`config.mk`:
```
export PLATFORM = sky130hd
export DESIGN_NAME = mnist_seq_ctrl
export DESIGN_NICKNAME = d
export VERILOG_FILES = /design/src/rtl/mnist_pkg.sv /design/src/rtl/mnist_argmax.sv /design/src/rtl/mnist_seq_ctrl.sv
export SDC_FILE = /design/constraint.sdc
export NUM_CORES = 1
export LEC_CHECK = 0
export ABC_CLOCK_PERIOD_IN_PS = 3800
export CAP_MARGIN = 40
export CORE_AREA = 2 2 158 160
export CTS_CLUSTER_SIZE = 25
export DETAILED_ROUTE_END_ITERATION = 16
export DIE_AREA = 0 0 160 162
export GPL_TIMING_DRIVEN = 1
export PLACE_DENSITY = 0.7
export SLEW_MARGIN = 10
export SYNTH_ARGS = -nofsm -noshare
export SYNTH_HDL_FRONTEND = slang
export SYNTH_HIERARCHICAL = 1
export SYNTH_SLANG_ARGS = --single-unit
export TNS_END_PERCENT = 5
```
`constraint.sdc`:
```
create_clock -name clk -period 3.8 [get_ports clk]
set_clock_uncertainty 0.05 [all_clocks]
set_input_delay 0.38 -clock clk [delete_from_list [all_inputs] [get_ports clk]]
set_output_delay 0.38 -clock clk [all_outputs]
set_load 0.02 [all_outputs]
```
`src/rtl/mnist_pkg.sv`:
```
// Shared types and constants for the MNIST inference sequencer.
// Holds the FSM state encoding, default sizes and a saturating increment.
package mnist_pkg;

    localparam int NPIX_DEF    = 784;
    localparam int NCLS_DEF    = 10;
    localparam int ACC_W_DEF   = 32;
    localparam int MAC_LAT_DEF = 2;
    localparam int CLS_W       = $clog2(NCLS_DEF);

    typedef enum logic [2:0] {
        S_IDLE,
        S_CLEAR,
        S_RUN,
        S_DRAIN,
        S_ARGMAX,
        S_DONE
    } state_e;

    function automatic logic [31:0] sat_inc(input logic [31:0] v);
        return (v == 32'hFFFF_FFFF) ? v : v + 32'd1;
    endfunction

endpackage

```
`src/rtl/mnist_argmax.sv`:
```
// Serial signed argmax: one candidate per valid cycle, strict compare.
// The best_* outputs already include the value presented this cycle.
module mnist_argmax
    import mnist_pkg::*;
#(
    parameter int NCLS  = NCLS_DEF,
    parameter int ACC_W = ACC_W_DEF,
    localparam int CW   = $clog2(NCLS)
) (
    input  logic             clk,
    input  logic             rst_n,
    input  logic             start_i,
    input  logic             valid_i,
    input  logic [ACC_W-1:0] val_i,
    output logic [CW-1:0]    best_idx_o,
    output logic [ACC_W-1:0] best_val_o
);

    logic [CW-1:0]    idx_q;
    logic [CW-1:0]    cur_idx;
    logic [CW-1:0]    best_idx_q;
    logic [ACC_W-1:0] best_val_q;
    logic             take;

    // Candidate selection; ties keep the earlier (lower) index
    always_comb begin
        cur_idx    = start_i ? '0 : idx_q;
        take       = start_i ||
                     ($signed(val_i) > $signed(best_val_q));
        best_idx_o = best_idx_q;
        best_val_o = best_val_q;
        if (valid_i && take) begin
            best_idx_o = cur_idx;
            best_val_o = val_i;
        end
    end

    // Index tracker and candidate registers
    always_ff @(posedge clk or negedge rst_n) begin
        if (!rst_n) begin
            idx_q      <= '0;
            best_idx_q <= '0;
            best_val_q <= '0;
        end else if (valid_i) begin
            idx_q      <= cur_idx + 1'b1;
            best_idx_q <= best_idx_o;
            best_val_q <= best_val_o;
        end
    end

endmodule

```
`src/rtl/mnist_seq_ctrl.sv`:
```
// MNIST accelerator sequencer: clear, pixel walk, drain, argmax, done.
// Optional cycle counter enabled by defining MNIST_SEQ_PERF_EN.
module mnist_seq_ctrl
    import mnist_pkg::*;
#(
    parameter int NPIX    = NPIX_DEF,
    parameter int NCLS    = NCLS_DEF,
    parameter int ACC_W   = ACC_W_DEF,
    parameter int MAC_LAT = MAC_LAT_DEF,
    localparam int AW     = $clog2(NPIX),
    localparam int CW     = $clog2(NCLS),
    localparam int DW     = $clog2(MAC_LAT + 1)
) (
    input  logic                  clk,
    input  logic                  reset,
    input  logic                  start,
    input  logic                  hold,
    output logic [AW-1:0]         pix_addr,
    output logic                  mac_clr,
    output logic                  mac_en,
    input  logic [NCLS*ACC_W-1:0] results,
    output logic                  busy,
    output logic                  done,
    output logic [CW-1:0]         class_out,
    output logic [ACC_W-1:0]      max_out,
    output logic [31:0]           perf_cycles
);

    state_e           state_q, state_d;
    logic [AW-1:0]    addr_q, addr_d;
    logic [DW-1:0]    drn_q, drn_d;
    logic [CW-1:0]    k_q, k_d;
    logic             mac_clr_q;
    logic             busy_q;
    logic             done_q;
    logic [CW-1:0]    class_q;
    logic [ACC_W-1:0] max_q;
    logic [ACC_W-1:0] cur_val;
    logic [CW-1:0]    best_idx;
    logic [ACC_W-1:0] best_val;

    // Next-state, address, drain and class-index decode
    always_comb begin
        state_d = state_q;
        addr_d  = addr_q;
        drn_d   = drn_q;
        k_d     = k_q;
        unique case (state_q)
            S_IDLE: begin
                if (start) state_d = S_CLEAR;
            end
            S_CLEAR: begin
                addr_d  = '0;
                state_d = S_RUN;
            end
            S_RUN: begin
                if (!hold) begin
                    if (addr_q == AW'(NPIX - 1)) begin
                        addr_d  = '0;
                        drn_d   = '0;
                        state_d = S_DRAIN;
                    end else begin
                        addr_d = addr_q + 1'b1;
                    end
                end
            end
            S_DRAIN: begin
                if (drn_q == DW'(MAC_LAT - 1)) begin
                    k_d     = '0;
                    state_d = S_ARGMAX;
                end else begin
                    drn_d = drn_q + 1'b1;
                end
            end
            S_ARGMAX: begin
                if (k_q == CW'(NCLS - 1)) state_d = S_DONE;
                else k_d = k_q + 1'b1;
            end
            S_DONE: begin
                state_d = S_IDLE;
            end
            default: state_d = S_IDLE;
        endcase
    end

    // State and counters, plus registered strobes and result latch
    always_ff @(posedge clk or negedge reset) begin
        if (!reset) begin
            state_q   <= S_IDLE;
            addr_q    <= '0;
            drn_q     <= '0;
            k_q       <= '0;
            mac_clr_q <= 1'b0;
            busy_q    <= 1'b0;
            done_q    <= 1'b0;
            class_q   <= '0;
            max_q     <= '0;
        end else begin
            state_q   <= state_d;
            addr_q    <= addr_d;
            drn_q     <= drn_d;
            k_q       <= k_d;
            mac_clr_q <= (state_d == S_CLEAR);
            busy_q    <= (state_d != S_IDLE);
            done_q    <= (state_d == S_DONE);
            if (state_d == S_DONE) begin
                class_q <= best_idx;
                max_q   <= best_val;
            end
        end
    end

    assign cur_val = results[int'(k_q) * ACC_W +: ACC_W];

    mnist_argmax #(
        .NCLS  (NCLS),
        .ACC_W (ACC_W)
    ) u_argmax (
        .clk        (clk),
        .rst_n      (reset),
        .start_i    ((state_q == S_ARGMAX) && (k_q == '0)),
        .valid_i    (state_q == S_ARGMAX),
        .val_i      (cur_val),
        .best_idx_o (best_idx),
        .best_val_o (best_val)
    );

`ifdef MNIST_SEQ_PERF_EN
    logic [31:0] cnt_q;
    logic [31:0] perf_q;

    // Cycle counter from CLEAR through DONE, latched on DONE entry
    always_ff @(posedge clk or negedge reset) begin
        if (!reset) begin
            cnt_q  <= '0;
            perf_q <= '0;
        end else begin
            if (state_q == S_IDLE && state_d == S_CLEAR)
                cnt_q <= 32'd1;
            else if (state_q != S_IDLE)
                cnt_q <= sat_inc(cnt_q);
            if (state_d == S_DONE)
                perf_q <= sat_inc(cnt_q);
        end
    end

    assign perf_cycles = perf_q;
`else
    assign perf_cycles = '0;
`endif

    assign pix_addr  = addr_q;
    assign mac_clr   = mac_clr_q;
    assign mac_en    = (state_q == S_RUN) && !hold;
    assign busy      = busy_q;
    assign done      = done_q;
    assign class_out = class_q;
    assign max_out   = max_q;

endmodule

```
==> results.txt, run 1 <==
Outcome - finished, violations left
Violated checks - negative hold slack, negative setup slack
Clock transition at path regs - 0.07 ns
Hold crit path type - input pin to asynchronous set/reset pin
Min Hold Slack - -0.008897 ns
Sink Count - 98
Rel. slew slack - 52.36%
DRC violations left - 0
Largest net degree at the start of global routing - 48
Rows - 57
Fin. Hold Viols - 17
Area Overhead vs Synth - 70.88%
# fillers - 2125
Mapped Cells - 668
Nets@finish - 1481
N_diodes - 0
CP cell instances - buf_12 > buf_6 > buf_12 > mux4_2 > a22oi_2 > o21ai_1 > buf_4 > ha_1 > nand4_1 > buf_4 > a2111o_1 > a31oi_4 > o31ai_4 > buf_12 > bufbuf_16 > buf_8 > a32o_1 > mux2_2
Unique masters post-synth - 54
Leak - 5.560 nW
Synthesis Warnings - 6
Num CTS Buffers - 9
Top FF cell, synth - dfrtp_1
Routed wire length - 31.63 mm
Initial DRC count - 391
Max Root-Sink Buffers - 2
Max stage delay on crit path - 0.50 ns
Crit Path Class - flip-flop to flip-flop
Initial core utilization - 32.37%
Critical Path AT - 4.50 ns
Vias/cell - 5.124
Vias - 7419
Number of global-route vias before repair - 7690
Pwr Density - 210.8 nW/µm²
Mapped Area - 7804 µm²
Final setup margin - -0.5038 ns
Seq/Total Area, Yosys - 31.43%
All-layer global routing usage - 24.37%
First-pass GRT wire length - 47.14 mm
Hold_buf cts - 0
Worst skew pair latency - 0.35 ns
GRT overflow - 0
Final max-slew violation count - 0
Maximum vdd drop - 0.2127 mV
Seq cells post-synth - 98
Post-Place Worst Slack - -0.6793 ns
Fin util - 55.32%
FFs w/ async S/R, synth - 100.0%
DRT antenna net count - 0
CP startpoint kind - flip-flop
Core area - 24110 µm²
Die Width - 160 µm
Layout cells sized above 1 - 26.25%
Final period util - 113.3%
Slowest CP cell - dfrtp_4
Post-DP HPWL - 25.98 mm
Non-Filler Instances - 1448
Syn_area_per_cell - 11.68 µm²
DR WL/cell - 21.84 µm
RSZ-0062 raised after global routing - true
CP most frequent cell - buf_12
IO Pins - 406
Final setup viols - 72
Die area - 25920 µm²
Max frequency - 232.4 MHz
Worst Path Required - 4.00 ns
CP delay by family, top - buffers and inverters
Placer Congestion - 0.8965
CTS tree - built
Cells after DPL - 1413
Setup crit end kind - flip-flop
Post-synth EDFFs - 0
Maxcap violations - 0
DR pass1 iterations - 5
Total power - 2.812 mW
Initial antenna violation count - 0
H-tree depth - 3
Post-layout min period - 4.304 ns
Tightest Pin Transition - 0.7132 ns
Die extent in y - 162 µm
Crit-path max FO - 10
CTS root buffer - clkbuf_16
IO Port Bufs - 373
Critical path buffer and inverter count - 8
registers in the layout, summed over array words and instances, names as in the netlist, 2 cells and up:
register and count:
max_out 32, u_argmax/best_val_q 32, pix_addr 10, class_out 4, k_q 4, u_argmax/best_idx_q 4, u_argmax/idx_q 4, state_q 3
drn_q 2
layout by cell type (no fill, tap or decap), drive strengths merged, types with 6 or more instances in the layout:
master and instances:
dfrtp 98, nor2b 6, o21ai 51, buf 108, clkbuf 11, mux4 64, a22oi 32, a32o 8
conb 32, clkdlybuf4s50 372, mux2i 35, nand4 9, ha 38, mux2 102, nor2 16, inv 41
nand2 22, a21oi 18
report_power, final:
group	total [mW]	internal (mW)	switching (mW)
sequential	1.12	1.07	0.0484
combinational	0.745	0.468	0.276
clock	0.950	0.533	0.418
logic make-up after synthesis:
| kind of cell | share of synthesized area, % |
|---|---|
| muxes | 37.68 |
| AOI/OAI and AO/OA | 10.65 |
| buffers and inverters | 7.455 |
| DFF | 31.43 |
| and+or+nand+nor | 6.093 |
| adders and majority gates | 6.093 |
| xor gates and xnor gates | 0.5611 |
| other | 0.04805 |
worst paths after layout:
path / cells after the start / startpoint / slack, ns / endpoint
setup / recovery: 18 / k_q[0]$_DFFE_PN0P_ / -0.50 / class_out[1]$_DFFE_PN0N_
hold / removal: 1 / reset / -0.009 / mac_clr$_DFF_PN0_
setup reg to reg: 18 / k_q[0]$_DFFE_PN0P_ / -0.50 / class_out[1]$_DFFE_PN0N_
hold reg to reg: 1 / drn_q[0]$_DFFE_PN0P_ / 0.44 / drn_q[0]$_DFFE_PN0P_
max in group asynchronous: 2 / reset / 2.85 / max_out[18]$_DFFE_PN0N_
min in group clk: 1 / drn_q[0]$_DFFE_PN0P_ / 0.44 / drn_q[0]$_DFFE_PN0P_
cells in the mapped netlist, types with 2 or more instances:
| master | n | area, µm² |
|---|---|---|
| nand3b_1 | 3 | 22.52 |
| nand2_1 | 22 | 82.58 |
| nor2_1 | 15 | 56.30 |
| buf_1 | 4 | 15.01 |
| nand4_1 | 9 | 56.30 |
| nor3_1 | 2 | 10.01 |
| o21a_1 | 2 | 15.01 |
| and3_1 | 3 | 18.77 |
| nor2b_1 | 6 | 37.54 |
| o2111ai_1 | 2 | 17.52 |
| nand3_1 | 4 | 20.02 |
| or3_1 | 3 | 18.77 |
| o211ai_1 | 4 | 30.03 |
| buf_4 | 34 | 255.2 |
| clkbuf_1 | 13 | 48.80 |
| and4_1 | 3 | 26.28 |
| mux2i_1 | 35 | 350.3 |
| mux2_2 | 40 | 450.4 |
| a32o_1 | 8 | 80.08 |
| buf_2 | 21 | 105.1 |
| a31oi_1 | 4 | 25.02 |
| a22oi_1 | 32 | 240.2 |
| dfrtp_1 | 98 | 2452 |
| and2_1 | 2 | 12.51 |
| ha_1 | 38 | 475.5 |
| inv_1 | 39 | 146.4 |
| xor2_1 | 4 | 35.03 |
| nand2b_1 | 2 | 12.51 |
| a21oi_1 | 18 | 90.09 |
| mux4_2 | 64 | 1441 |
| mux2_1 | 62 | 698.2 |
| o21ai_0 | 50 | 250.2 |
final cells by class:
type	count	area [µm²]	share of cell area, %
clock buffers	11	242.7	1.820
clock inverters	5	60.06	0.4504
inverters	39	146.4	1.098
multi-input cells	489	5160	38.69
flip-flops and latches	98	2460	18.45
well taps	324	405.4	3.040
repair buffers	482	4861	36.45
stage by stage:
step           instance area [µm²]  setup TNS [ns]
6_report                     13340          -30.07
3_5_place_dp                 12510          -38.38
5_1_grt                      13340          -42.41
3_3_place_gp                 12510          -38.21
2_1_floorplan                 8071         -0.8292
4_1_cts                      13150          -28.57
per-layer routing:
metal,vias up,global-route usage [%],part of all wire (%),wire (µm)
met5,-,0,0,0
met1,3650,30.81,41,12990
met2,325,42.23,50,15850
met3,27,6.461,7.2,2270
met4,0,4.873,1.6,512
li1,3417,-,-,-
timing repair:
item / in CTS / in global routing
setup buffers: 14 / 2
pin swaps: 5 / 3
gates resized for setup: 26 / 47
hold endpoints to repair: 0 / 0
endpoints found under the setup margin: 72 / 72
gates cloned: 3 / 0
Power figures use the tool's default switching activity.
==> inputs of run 2 (changes only) <==
--- a/config.mk
+++ b/config.mk
@@ -13,6 +13,7 @@
 export DIE_AREA = 0 0 160 162
 export GPL_TIMING_DRIVEN = 1
 export PLACE_DENSITY = 0.7
+export SKIP_LAST_GASP = 1
 export SLEW_MARGIN = 10
 export SYNTH_ARGS = -nofsm -noshare
 export SYNTH_HDL_FRONTEND = slang
==> results.txt, run 2 (synthesis gave the netlist of run 1 again) <==
Critical Path AT - 4.49 ns (was 4.50 ns)
CTS tree - built (unchanged)
CTS root buffer - clkbuf_16 (unchanged)
Leak - 5.562 nW (was 5.560 nW)
Vias/cell - 5.122 (was 5.124)
H-tree depth - 3 (unchanged)
GRT overflow - 0 (unchanged)
Final period util - 113.2% (was 113.3%)
Final setup viols - 72 (unchanged)
FF-to-FF path depth - 16 (was 18)
Initial core utilization - 32.37% (unchanged)
Final max-slew violation count - 0 (unchanged)
Reg2Reg Capture Point - max_out[30]$_DFFE_PN0N_ (was class_out[1]$_DFFE_PN0N_)
DRT antenna net count - 0 (unchanged)
CP startpoint kind - flip-flop (unchanged)
Max stage delay on crit path - 0.52 ns (was 0.50 ns)
DR WL/cell - 22.02 µm (was 21.84 µm)
DR pass1 iterations - 5 (unchanged)
Routed wire length - 31.98 mm (was 31.63 mm)
Sw frac - 26.31% (was 26.40%)
Commonest cells after routing, fill and taps aside - clkdlybuf4s50_1 (372), dfrtp_1 (96), buf_4 (82), mux4_2 (64), mux2_1 (61) (was clkdlybuf4s50_1 (372), dfrtp_1 (96), buf_4 (81), mux4_2 (64), mux2_2 (40))
Hold crit path type - input pin to asynchronous set/reset pin (unchanged)
First-pass GRT wire length - 47.18 mm (was 47.14 mm)
N_diodes - 0 (unchanged)
Final setup margin - -0.4997 ns (was -0.5038 ns)
Worst Path Required - 3.99 ns (was 4.00 ns)
DRC violations left - 0 (unchanged)
Most common cell after layout, fill and taps aside - clkdlybuf4s50_1 (unchanged)
Pwr Density - 209.9 nW/µm² (was 210.8 nW/µm²)
Initial DRC count - 362 (was 391)
IO Port Bufs - 373 (unchanged)
Sink Count - 98 (unchanged)
Maximum vdd drop - 0.2101 mV (was 0.2127 mV)
Core area - 24110 µm² (unchanged)
Cells after DPL - 1413 (unchanged)
Cell internal pwr - 2.071 mW (was 2.069 mW)
Total power - 2.811 mW (was 2.812 mW)
Number of global-route vias before repair - 7700 (was 7690)
Max frequency - 232.6 MHz (was 232.4 MHz)
Post-layout min period - 4.300 ns (was 4.304 ns)
CP most frequent cell - buf_12 (unchanged)
Critical path buffer and inverter count - 5 (was 8)
Die Width - 160 µm (unchanged)
IO Pins - 406 (unchanged)
RSZ-0062 raised after global routing - true (unchanged)
Fin. Hold Viols - 3 (was 17)
# fillers - 2116 (was 2125)
NetSw - 0.7396 mW (was 0.7422 mW)
R2R setup slack - -0.50 ns (about the same)
Nets@finish - 1485 (was 1481)
Rel. slew slack - 51.84% (was 52.36%)
Worst skew pair latency - 0.35 ns (about the same)
Violated checks - negative hold slack, negative setup slack (unchanged)
Outcome - finished, violations left (unchanged)
CP cell instances - buf_6 > buf_12 > buf_12 > mux4_2 > a22oi_1 > o21ai_1 > ha_1 > nand4_1 > or4_4 > a2bb2oi_2 > o21a_1 > o31ai_4 > buf_12 > buf_12 > mux2_1 > mux2_2 (was buf_12 > buf_6 > buf_12 > mux4_2 > a22oi_2 > o21ai_1 > buf_4 > ha_1 > nand4_1 > buf_4 > a2111o_1 > a31oi_4 > o31ai_4 > buf_12 > bufbuf_16 > buf_8 > a32o_1 > mux2_2)
Fin util - 55.55% (was 55.32%)
Tightest Pin Transition - 0.7209 ns (was 0.7132 ns)
Reg2reg start - k_q[0]$_DFFE_PN0P_ (unchanged)
Vias - 7437 (was 7419)
Slowest CP cell - or4_4 (was dfrtp_4)
Layout cells sized above 1 - 25.27% (was 26.25%)
Max Root-Sink Buffers - 2 (unchanged)
Setup crit end kind - flip-flop (unchanged)
DP Area - 12510 µm² (unchanged)
CP delay by family, top - multiplexers (was buffers and inverters)
Die area - 25920 µm² (unchanged)
Clock transition at path regs - 0.07 ns (about the same)
Placer Congestion - 0.8965 (unchanged)
Crit Path Class - flip-flop to flip-flop (unchanged)
Rows - 57 (unchanged)
Post-DP HPWL - 25.98 mm (unchanged)
Maxcap violations - 0 (unchanged)
Crit-path max FO - 11 (was 10)
Area Overhead vs Synth - 71.61% (was 70.88%)
Min Hold Slack - -0.006287 ns (was -0.008897 ns)
Reg power frac - 39.7% (about the same)
Post-route cell area - 13390 µm² (was 13340 µm²)
Die extent in y - 162 µm (unchanged)
Largest net degree at the start of global routing - 48 (unchanged)
All-layer global routing usage - 24.38% (was 24.37%)
Initial antenna violation count - 0 (unchanged)
Clock share of power - 33.7% (was 33.8%)
Num CTS Buffers - 9 (unchanged)
Non-Filler Instances - 1452 (was 1448)
Gate power share - 26.6% (was 26.5%)
==> run 2: cell types whose count changed in the layout (fill, tap and decap cells not counted), sizes merged <==
cell	delta
bufbuf	+1
clkbuf	+3
==> run 2: power by group through the flow <==
stage | sequential [mW] | clock (mW) | combinational (mW)
after floorplan | 1.15 | 0 | 0.221
after global placement | 1.14 | 0 | 0.721
after detailed placement | 1.13 | 0 | 0.730
after CTS | 1.11 | 0.972 | 0.739
after global routing | 1.12 | 1.03 | 0.802
final | 1.12 | 0.948 | 0.748
==> run 2: stage by stage <==
stage | worst slack, ns | setup TNS (ns) | hold WS, ns
2_1_floorplan | -0.02685 | -0.8292 | 0.03441
3_3_place_gp | -0.6650 | -38.21 | 0.3867
3_5_place_dp | -0.6793 | -38.38 | 0.3970
4_1_cts | -0.4802 | -29.10 | 0.01501
5_1_grt | -0.6947 | -44.21 | 0.03384
6_report | -0.4997 | -30.15 | -0.006287
==> run 2: routing by layer <==
metal	GRT usage (%)	vias up	routed length [µm]
met1	30.85	3662	13240
met3	6.461	30	2253
met2	42.25	319	15940
li1	-	3426	-
met5	0	-	0
met4	4.873	0	547
==> run 2: final cells by class <==
class	instances	area [µm²]	area share, %
clock inverter	5	60.06	0.4485
sequential	98	2460	18.37
clock buffer	11	242.7	1.813
timing repair buffer	486	4952	36.98
tap	324	405.4	3.027
multi-input combinational	489	5125	38.27
inverter	39	146.4	1.093
==> run 2: what timing repair did <==
| action | CTS | global route |
|---|---|---|
| hold buffers | 0 | 0 |
| pin swaps | 5 | 9 |
| hold endpoints to repair | 0 | 0 |
| setup endpoints to repair | 72 | 72 |
| buffers inserted | 14 | 3 |
| cloned | 3 | 3 |
| resized for setup | 22 | 38 |
==> run 2: worst max-delay path by stage <==
stage                       startpoint                       to  slack, ns  cells past startpoint
global route        k_q[0]$_DFFE_PN0P_  max_out[30]$_DFFE_PN0N_      -0.69                     16
floorplan           k_q[0]$_DFFE_PN0P_  max_out[10]$_DFFE_PN0N_      -0.03                     14
global placement    k_q[0]$_DFFE_PN0P_  max_out[24]$_DFFE_PN0N_      -0.66                     12
CTS                 k_q[0]$_DFFE_PN0P_  max_out[30]$_DFFE_PN0N_      -0.48                     17
finish              k_q[0]$_DFFE_PN0P_  max_out[30]$_DFFE_PN0N_      -0.50                     16
detailed placement  k_q[0]$_DFFE_PN0P_  max_out[30]$_DFFE_PN0N_      -0.68                     12
==> run 2: worst reg2reg max path, stage by stage (launching register included) <==
cell and delay (ns):
dfrtp_4 0.50, buf_6 0.15, buf_12 0.15, buf_12 0.13
mux4_2 0.40, a22oi_1 0.20, o21ai_1 0.18, ha_1 0.36
nand4_1 0.16, or4_4 0.52, a2bb2oi_2 0.18, o21a_1 0.20
o31ai_4 0.08, buf_12 0.18, buf_12 0.15, mux2_1 0.33
mux2_2 0.27
